$ cat src/rtl/cute_pkg.sv
// cute_pkg: shared data width, register count and FSM encoding for reg_demux
package cute_pkg;
  localparam int DATA_W = 9;
  localparam int NUM_REGS = 10;
  typedef enum logic [1:0] {
    IDLE = 2'b00,
    LOAD = 2'b01,
    DONE = 2'b10
  } state_t;
endpackage

$ cat src/rtl/reg_demux.sv
// reg_demux: captures din/dst on wr_req, writes din into q[dst] next edge, pulses wr_ack, counts writes, flags bad dst
module reg_demux
  import cute_pkg::*;
#(
  parameter int DATA_W = cute_pkg::DATA_W,
  parameter int NUM_REGS = cute_pkg::NUM_REGS
) (
  input  logic              clk,
  input  logic              rst,
  input  logic [DATA_W-1:0] din,
  input  logic [3:0]        dst,
  input  logic              wr_req,
  output logic              wr_ack,
  output logic              busy,
  output logic              err,
  output logic [7:0]        wr_cnt,
  output logic [DATA_W-1:0] q0,
  output logic [DATA_W-1:0] q1,
  output logic [DATA_W-1:0] q2,
  output logic [DATA_W-1:0] q3,
  output logic [DATA_W-1:0] q4,
  output logic [DATA_W-1:0] q5,
  output logic [DATA_W-1:0] q6,
  output logic [DATA_W-1:0] q7,
  output logic [DATA_W-1:0] q8,
  output logic [DATA_W-1:0] q9
);
  state_t            state_q, state_d;
  logic [DATA_W-1:0] din_q, din_d;
  logic [3:0]        dst_q, dst_d;
  logic [DATA_W-1:0] q_q [10];
  logic [DATA_W-1:0] q_d [10];
  logic              err_q, err_d;
  logic [7:0]        cnt_q, cnt_d;
  logic              valid;
  assign valid = 32'(dst_q) < NUM_REGS;
  always_comb begin
    state_d = state_q;
    din_d   = din_q;
    dst_d   = dst_q;
    q_d     = q_q;
    err_d   = err_q;
    cnt_d   = cnt_q;
    case (state_q)
      IDLE: begin
        if (wr_req) begin
          state_d = LOAD;
          din_d   = din;
          dst_d   = dst;
        end
      end
      LOAD: begin
        state_d = DONE;
        err_d   = !valid;
        cnt_d   = valid ? cnt_q + 8'd1 : cnt_q;
        if (valid) begin
          case (dst_q)
            4'd0: q_d[0] = din_q;
            4'd1: q_d[1] = din_q;
            4'd2: q_d[2] = din_q;
            4'd3: q_d[3] = din_q;
            4'd4: q_d[4] = din_q;
            4'd5: q_d[5] = din_q;
            4'd6: q_d[6] = din_q;
            4'd7: q_d[7] = din_q;
            4'd8: q_d[8] = din_q;
            4'd9: q_d[9] = din_q;
            default: ;
          endcase
        end
      end
      DONE:    state_d = IDLE;
      default: state_d = IDLE;
    endcase
  end
  always_ff @(posedge clk or posedge rst) begin
    if (rst) begin
      state_q <= IDLE;
      din_q   <= '0;
      dst_q   <= '0;
      err_q   <= 1'b0;
      cnt_q   <= '0;
      for (int i = 0; i < 10; i++) q_q[i] <= '0;
    end else begin
      state_q <= state_d;
      din_q   <= din_d;
      dst_q   <= dst_d;
      err_q   <= err_d;
      cnt_q   <= cnt_d;
      q_q     <= q_d;
    end
  end
  assign wr_ack = state_q == DONE;
  assign busy   = state_q != IDLE;
  assign err    = err_q;
  assign wr_cnt = cnt_q;
  assign q0 = q_q[0];
  assign q1 = q_q[1];
  assign q2 = q_q[2];
  assign q3 = q_q[3];
  assign q4 = q_q[4];
  assign q5 = q_q[5];
  assign q6 = q_q[6];
  assign q7 = q_q[7];
  assign q8 = q_q[8];
  assign q9 = q_q[9];
endmodule

$ cat config.mk
export PLATFORM = sky130hd
export DESIGN_NAME = reg_demux
export DESIGN_NICKNAME = d
export VERILOG_FILES = /design/src/rtl/cute_pkg.sv /design/src/rtl/reg_demux.sv
export SDC_FILE = /design/constraint.sdc
export NUM_CORES = 1
export LEC_CHECK = 0
export CAP_MARGIN = 20
export CORE_MARGIN = 2
export CORE_UTILIZATION = 43
export CTS_CLUSTER_SIZE = 14
export DETAILED_ROUTE_END_ITERATION = 7
export PLACE_DENSITY = 0.74
export RECOVER_POWER = 50
export SYNTH_ARGS = -nofsm -noshare
export SYNTH_HDL_FRONTEND = slang
export SYNTH_SLANG_ARGS = --single-unit
export TNS_END_PERCENT = 1
$ cat constraint.sdc
create_clock -name clk -period 4.35 [get_ports clk]
set_input_delay 0.435 -clock clk [delete_from_list [all_inputs] [get_ports clk]]
set_output_delay 0.435 -clock clk [all_outputs]
set_load 0.02 [all_outputs]
# After elaboration in Yosys (flattened, before gate mapping)

Cells that the tools add are included.

Reduce and logical (&&, ||, !) cells: 16
Eq/ne operators: 12
Order comparisons: 1
$add $sub $neg: 1
Muxes and demuxes: 2

Operators by type and width:

| kind                  | number |
|---|---|
| $reduce_and A3 Y1     | 10 |
| $eq A4 B3 Y1 const B  | 4 |
| $add A8 B1 Y8 const B | 1 |
| $eq A4 B2 Y1 const B  | 2 |
| $eq A4 B4 Y1 const B  | 2 |
| $eq A4 B1 Y1 const B  | 1 |
| $logic_not A4 Y1      | 1 |
| $lt A4 B4 Y1 const B  | 1 |
| $pmux W2 S2           | 1 |
| $reduce_and A2 Y1     | 2 |
| $eq A2 B1 Y1 const B  | 1 |
| $eq A2 B2 Y1 const B  | 1 |
| $logic_not A2 Y1      | 1 |
| $mux W2               | 1 |
| $ne A2 B2 Y1 const B  | 1 |
| $reduce_bool A2 Y1    | 1 |
| $logic_not A1 Y1      | 1 |

Output and inout bits: 101
Bits in registers: 114
Input bits: 16

# Longest topological paths before layout

Gate-level depths: netlist (run 1).

Depth in word-level cells: 2
Depth in mapped cells: 4
Gate-level depth less buffers: 3

# Worst setup path after synthesis (run 1)

No wires, ideal clock.

Kind: register -> register
Start: register dst_q[2]
End: register q_q (netlist bit q3[0])
Cell stages (with the launch flop): 5
Setup slack: 2.775 ns
Data arrival time: 1.450 ns
Setup time: 0.125 ns
Path buffers: 1
Clock period less this slack: 1.575 ns
Cell sequence: dfrtp_1 nor4b_4 and3_1 buf_6 mux2_2

Longest elaborated chain between the ends: 2
Elaborated cells on any way between the ends: 3

RTL lines:

| what                                         | line                             | source |
|---|---|---|
| start, declared                              | reg_demux.sv:30                  | `logic [3:0] dst_q, dst_d;` |
| start signal, assigned                       | reg_demux.sv:87                  | `dst_q <= dst_d;` |
| $lt A4 B4 Y1 or $eq A4 B2 Y1 (tied branches) | reg_demux.sv:36, reg_demux.sv:57 |  |
| $reduce_and A3 Y1 (no source line) *         | n/a                              |  |
| end signal, assigned                         | reg_demux.sv:90                  | `q_q <= q_d;` |
| end, declared                                | reg_demux.sv:31                  | `logic [DATA_W-1:0] q_q [10];` |

Mark *: on every way between the ends. The rest lies on a longest branch, timed or not.
A chain may end at the register's enable or synchronous reset.

==> results.sh, run 1 <==
export IMPL_floorplan_initialDensity_pct=43.7
export IMPL_ff_latch_area_um2=2850
export IMPL_area_growth_synth_to_final_pct=41.0
export IMPL_worst_setup_path_end_kind="async pin"
export IMPL_gp_routability_congestion=0.776
export IMPL_vias_per_cell=4.90
export IMPL_cts_bufs_inserted=17
export IMPL_setup_tns_after_final_layout_ps=0
export IMPL_dp_cells=513
export IMPL_cts_max_level=4
export IMPL_synth_cell_area_um2=4450
export IMPL_synth_area_leader_cell="sky130_fd_sc_hd__dfrtp_1"
export IMPL_finalNetCount=414
export IMPL_hold_violations=0
export IMPL_postCtsResizedCells=0
export IMPL_synth_yosys_warnings=0
export IMPL_min_period_ps=2670
export IMPL_post_synth_top_cells="sky130_fd_sc_hd__dfrtp_1 (114), sky130_fd_sc_hd__mux2_2 (95), sky130_fd_sc_hd__clkbuf_1 (10)"
export IMPL_multiInputGateArea_um2=1500
export IMPL_finalCritPeriodShare_pct=61.4
export IMPL_pwr_density_cell_nw_per_um2=777
export IMPL_cts_sinks=114
export IMPL_first_drt_pass_iteration_count=4
export IMPL_syn_instance_count=273
export IMPL_synth_cell_types=28
export IMPL_clock_path_buffers=2
export IMPL_critical_path_cell_chain="dlygate4sd3_1, clkinvlp_2, clkbuf_2, buf_4"
export IMPL_routed_wirelength_um=9780
export IMPL_outcome="finished with violations"
export IMPL_fin_worst_skew_ps=11.1
export IMPL_final_setup_worst_slack_ps=1680
export IMPL_worst_endpoint_required_ps=5010
export IMPL_max_clock_freq_ghz=0.375
export IMPL_grt_first_pass_wirelength_um=15900
export IMPL_drt_first_iter_violations=103
export IMPL_critical_path_peak_fanout=76
export IMPL_dominantRegCellSynth="sky130_fd_sc_hd__dfrtp_1"
export IMPL_critical_path_class="input port to async pin"
export IMPL_clockRootBuffer="sky130_fd_sc_hd__clkbuf_8"
export IMPL_via_count=2676
export IMPL_dieHeight_um=106
export IMPL_clk_pin_slew_ps=60
export IMPL_critical_path_max_stage_delay_ps=1390
export IMPL_final_max_slew_viol_count=77
export IMPL_worst_min_delay_path_category="input port to async pin"
export IMPL_max_vdd_ir_drop_uv=435
export IMPL_maxcap_violations=1
export IMPL_drive_gt1_share_pct=35.6
export IMPL_antenna_violating_nets_left=0
export IMPL_n_antenna_cell=0
export IMPL_placeableCoreArea_um2=10200
export IMPL_synth_top_area_share_pct=64.1
export IMPL_max_slew_worst_pin_slew_ps=1850
export IMPL_post_synth_edffs=0
export IMPL_yosysMostFrequentCell="sky130_fd_sc_hd__dfrtp_1"
export IMPL_power_leakage_nw=2.79
export IMPL_synth_yosys_seq_area_share_pct=64.1
export IMPL_number_of_storage_elements_in_the_synthesis_netlist=114
export IMPL_synth_fp_nets=290
export IMPL_critPathArrivalTime_ps=3330
export IMPL_insertion_delay_ps=510
export IMPL_finish_cell_count_without_fillers=546
export IMPL_fill_cells=799
export IMPL_dp_worst_setup_slack_ps=2250
export IMPL_first_global_vias=2968
export IMPL_num_rows=37
export IMPL_slew_headroom_pct=-23.6
export IMPL_drt_drc_violations_left=0
export IMPL_port_buffers=116
export IMPL_cts_tree="done"
export IMPL_detail_route_wl_per_cell_um=17.9
export IMPL_synth_avg_cell_area_um2=16.3
export IMPL_io_pins=117
export IMPL_grt_setup_unrepaired="false"
export IMPL_cts_setup_buffers=0
export IMPL_globalRouteOverflowTotal=0
export IMPL_antenna_found_initial=0
export IMPL_setup_viol=0
export IMPL_crit_path_start_kind="input port"
export IMPL_failed_checks="capacitance limit, slew limit"
export IMPL_track_usage_pct=18.7
export IMPL_async_reset_ff_share_pct=100
export IMPL_slowest_stage="sky130_fd_sc_hd__clkbuf_2"
export IMPL_hold_bufs_at_cts=0
export IMPL_area_of_the_die_um2=11200
export IMPL_final_hold_worst_slack_ps=396
export IMPL_yosys_top_cells_area="sky130_fd_sc_hd__dfrtp_1 (64%), sky130_fd_sc_hd__mux2_2 (24%), sky130_fd_sc_hd__mux2_4 (3.0%), sky130_fd_sc_hd__xnor2_1 (1.4%), sky130_fd_sc_hd__nand2_2 (1.1%)"
export IMPL_largest_net_degree_at_the_start_of_global_routing=88
export IMPL_die_w_um=106
export IMPL_dp_hpwl_um=6670
## layout by cell type (no fill, tap or decap)
| master | count |
|---|---|
| sky130_fd_sc_hd__ha_1 | 1 |
| sky130_fd_sc_hd__nand2_1 | 6 |
| sky130_fd_sc_hd__clkinv_4 | 4 |
| sky130_fd_sc_hd__clkdlybuf4s50_1 | 115 |
| sky130_fd_sc_hd__nor2_1 | 2 |
| sky130_fd_sc_hd__clkinvlp_2 | 1 |
| sky130_fd_sc_hd__bufinv_16 | 2 |
| sky130_fd_sc_hd__o21ai_0 | 1 |
| sky130_fd_sc_hd__or2_2 | 1 |
| sky130_fd_sc_hd__inv_6 | 3 |
| sky130_fd_sc_hd__clkbuf_2 | 1 |
| sky130_fd_sc_hd__nor2b_1 | 3 |
| sky130_fd_sc_hd__nand3_1 | 2 |
| sky130_fd_sc_hd__o21a_1 | 1 |
| sky130_fd_sc_hd__clkinv_2 | 3 |
| sky130_fd_sc_hd__mux2_2 | 95 |
| sky130_fd_sc_hd__clkinvlp_4 | 3 |
| sky130_fd_sc_hd__dlygate4sd3_1 | 1 |
| sky130_fd_sc_hd__nor4b_4 | 1 |
| sky130_fd_sc_hd__inv_1 | 1 |
| sky130_fd_sc_hd__clkbuf_8 | 1 |
| sky130_fd_sc_hd__and4bb_1 | 1 |
| sky130_fd_sc_hd__and2b_1 | 1 |
| sky130_fd_sc_hd__mux2_4 | 9 |
| sky130_fd_sc_hd__and3_4 | 1 |
| sky130_fd_sc_hd__and4_1 | 1 |
| sky130_fd_sc_hd__xnor2_1 | 7 |
| sky130_fd_sc_hd__and4bb_2 | 1 |
| sky130_fd_sc_hd__and3_1 | 1 |
| sky130_fd_sc_hd__buf_4 | 1 |
| sky130_fd_sc_hd__nand2_2 | 3 |
| sky130_fd_sc_hd__and2_1 | 1 |
| sky130_fd_sc_hd__nand4_1 | 4 |
| sky130_fd_sc_hd__dfrtp_1 | 114 |
| sky130_fd_sc_hd__clkbuf_16 | 16 |
| sky130_fd_sc_hd__and4b_1 | 1 |
## final timing paths
check / end / start / slack, ps / depth (start not counted)
min in group clk: wr_cnt[7]$_DFFE_PP0P_ / wr_cnt[7]$_DFFE_PP0P_ / 470 / 1
max in group clk: busy / state_q[1]$_DFFE_PP0P_ / 2090 / 2
worst max register to register: din_q[0]$_DFFE_PP0P_ / state_q[1]$_DFFE_PP0P_ / 2120 / 3
worst min-delay path: din_q[6]$_DFFE_PP0P_ / rst / 400 / 2
worst min register to register: wr_cnt[7]$_DFFE_PP0P_ / wr_cnt[7]$_DFFE_PP0P_ / 470 / 1
worst max-delay path: wr_cnt[3]$_DFFE_PP0P_ / rst / 1680 / 4
## routing by layer
| layer | up-vias | routed length (µm) | track usage [%] |
|---|---|---|---|
| li1 | 1211 | - | - |
| met1 | 1391 | 4200 | 23.8 |
| met2 | 65 | 4940 | 29.7 |
| met3 | 9 | 543 | 7.05 |
| met4 | 0 | 104 | 6.20 |
| met5 | - | 0 | 0 |
## metrics by stage
stage / area [µm²] / power, mW / util, %
after detailed placement: 5720 / 3.59 / 56.2
after CTS: 6300 / 4.94 / 61.8
after global placement: 5720 / 3.55 / 56.2
final: 6280 / 4.88 / 61.6
after global routing: 6280 / 5.11 / 61.6
after floorplan: 4450 / 2.66 / -
## where the power goes
part / internal (mW) / switching (mW)
Clock: 0.818 / 0.505
Sequential: 1.47 / 0.316
Combinational: 0.970 / 0.800
## registers in the layout, indices dropped and copies added (netlist names)
signal and cells:
q2 9, err 1, state_q 2, q7 9, q4 9, q9 9
q3 9, wr_cnt 8, q1 9, q6 9, q5 9, din_q 9
dst_q 4, q0 9, q8 9
## critical path: cells and delay by family
kind | cells | cell delay, ps
buf+inv | 4 | 2820
## cell families after synthesis
family	after synthesis	share of synthesized area, %
AO/OA/AOI/OAI	2	0.281
XOR/XNOR	7	1.38
adder cells (fa/ha/maj)	1	0.281
buffers and inverters	15	1.69
flip-flops	114	64.1
multiplexers	104	27.1
AND/OR/NAND/NOR	30	5.20
## layout make-up
type                            count  area share [%]
Clock buffer                       17            6.60
Clock inverter                     15            2.53
Inverter                            2           0.140
Multi-Input combinational cell    144            23.9
Sequential cell                   114            45.4
Tap cell                          136            2.71
Timing Repair Buffer              118            18.7
(Power assumes the default switching activity.)
==> run 2: changes to the inputs <==
Settings changed: PLACE_DENSITY 0.74 to 0.77.
Clock period 4.35 ns to 2.2 ns, I/O delays scaled along.
==> run 2 against run 1 <==
Net effect:
- the flow finishes with violations (slew limit)
- via count increased by 1.3%
- global-route usage increased by 0.10 points
- flip-flop and latch count unchanged
- first-iteration DRC count decreased by 1.9%
- largest cell class unchanged
==> results.sh, run 2 (synthesis results as in run 1) <==
export IMPL_final_setup_worst_slack_ps=125
export IMPL_max_slew_worst_pin_slew_ps=1500
export IMPL_grt_setup_unrepaired="false"
export IMPL_hold_bufs_at_cts=0
export IMPL_cts_max_level=4
export IMPL_max_vdd_ir_drop_uv=897
export IMPL_antenna_found_initial=0
export IMPL_maxcap_violations=0
export IMPL_clockRootBuffer="sky130_fd_sc_hd__clkbuf_8"
export IMPL_vias_per_cell=4.97
export IMPL_n_antenna_cell=0
export IMPL_critical_path_peak_fanout=7
export IMPL_outcome="finished with violations"
export IMPL_cts_tree="done"
export IMPL_pwr_density_cell_nw_per_um2=1570
export IMPL_gp_routability_congestion=0.794
export IMPL_fin_worst_skew_ps=6.95
export IMPL_fill_cells=803
export IMPL_failed_checks="slew limit"
export IMPL_globalRouteOverflowTotal=0
export IMPL_num_rows=37
export IMPL_antenna_violating_nets_left=0
export IMPL_min_period_ps=2080
export IMPL_drive_gt1_share_pct=35.4
export IMPL_final_max_slew_viol_count=61
export IMPL_first_drt_pass_iteration_count=4
export IMPL_worst_setup_path_end_kind="output port"
export IMPL_worst_endpoint_required_ps=1980
export IMPL_commonest_cells_after_routing_fill_and_taps_aside="sky130_fd_sc_hd__clkdlybuf4s50_1 (115), sky130_fd_sc_hd__dfrtp_1 (114), sky130_fd_sc_hd__mux2_2 (95)"
export IMPL_cts_setup_buffers=0
export IMPL_dp_worst_setup_slack_ps=463
export IMPL_setup_tns_after_final_layout_ps=0
export IMPL_critPathArrivalTime_ps=1860
export IMPL_io_pins=117
export IMPL_area_growth_synth_to_final_pct=43.1
export IMPL_first_global_vias=2895
export IMPL_hold_depth=2
export IMPL_finalNetCount=414
export IMPL_final_core_utilization_pct=62.5
export IMPL_drt_drc_violations_left=0
export IMPL_total_power_mw=10.0
export IMPL_clock_path_buffers=2
export IMPL_port_buffers=116
export IMPL_crit_path_start_kind="register"
export IMPL_cts_bufs_inserted=17
export IMPL_insertion_delay_ps=500
export IMPL_power_leakage_nw=2.83
export IMPL_placeableCoreArea_um2=10200
export IMPL_drt_first_iter_violations=101
export IMPL_dieHeight_um=106
export IMPL_setup_viol=0
export IMPL_floorplan_initialDensity_pct=43.7
export IMPL_finalCritPeriodShare_pct=94.3
export IMPL_cts_sinks=114
export IMPL_dp_hpwl_um=6750
export IMPL_max_clock_freq_ghz=0.482
export IMPL_via_count=2711
export IMPL_track_usage_pct=18.8
export IMPL_clk_pin_slew_ps=60
export IMPL_slew_headroom_pct=-0.0789
export IMPL_postCtsResizedCells=0
export IMPL_critical_path_class="register to output port"
export IMPL_hold_violations=0
export IMPL_layout_cells_most_common="sky130_fd_sc_hd__clkdlybuf4s50_1"
export IMPL_largest_net_degree_at_the_start_of_global_routing=115
export IMPL_worst_reg2reg_path_depth=3
export IMPL_routed_wirelength_um=9890
export IMPL_area_of_the_die_um2=11200
export IMPL_die_w_um=106
export IMPL_grt_first_pass_wirelength_um=16000
export IMPL_worst_min_delay_path_category="input port to register"
export IMPL_detail_route_wl_per_cell_um=18.1
-- run 2: cell types whose count changed in the layout (fill, tap and decap cells not counted), moves of 2 or more --
cell,before,now
sky130_fd_sc_hd__bufinv_16,2,5
sky130_fd_sc_hd__inv_6,3,0
sky130_fd_sc_hd__clkbuf_1,0,2
sky130_fd_sc_hd__clkinv_4,4,0
sky130_fd_sc_hd__clkbuf_8,1,5
-- run 2: worst max-delay path, stage by stage (launching register included) --
cell and delay, ps:
sky130_fd_sc_hd__dfrtp_1 440, sky130_fd_sc_hd__or2_2 340, sky130_fd_sc_hd__clkdlybuf4s50_1 560
-- run 2: cell type report --
type,instances,area (µm²),share of cell area (%)
Inverter,2,11.3,0.177
Tap cell,136,170,2.67
Timing Repair Buffer,118,1180,18.5
Clock buffer,23,477,7.49
Multi-Input combinational cell,144,1510,23.7
Sequential cell,114,2850,44.8
Clock inverter,9,175,2.75
-- run 2: per-layer routing --
metal	global-route usage, %	part of all wire (%)	vias up
li1	-	-	1225
met1	24.6	45	1397
met2	28.7	47	75
met3	7.73	6.7	14
met4	6.20	1.4	0
met5	0	0	-
-- run 2: path summary, 6_finish.rpt --
path / from / end / slack (ps)
max in group asynchronous: rst / q9[2]$_DFFE_PP0P_ / 520
max reg2reg: dst_q[1]$_DFFE_PP0P_ / wr_cnt[1]$_DFFE_PP0P_ / 450
min reg2reg: wr_cnt[7]$_DFFE_PP0P_ / wr_cnt[7]$_DFFE_PP0P_ / 470
min: dst[0] / dst_q[0]$_DFFE_PP0P_ / 340
max: state_q[1]$_DFFE_PP0P_ / busy / 120
min in group asynchronous: rst / q3[6]$_DFFE_PP0P_ / 770
-- run 2: report_power, final --
group	total, mW	switching, mW	internal (mW)
Sequential	3.51	0.611	2.90
Combinational	3.52	1.60	1.92
Clock	2.97	0.904	2.07
Total	10.0	3.11	6.89
-- run 2: stage by stage --
step / cell area (µm²) / hold slack, ps / std cells
final: 6370 / 337 / 546
after global routing: 6370 / 332 / 546
after detailed placement: 5750 / 470 / 514
after global placement: 5750 / 466 / 514
after CTS: 6400 / 266 / 546
after floorplan: 4450 / 372 / 273
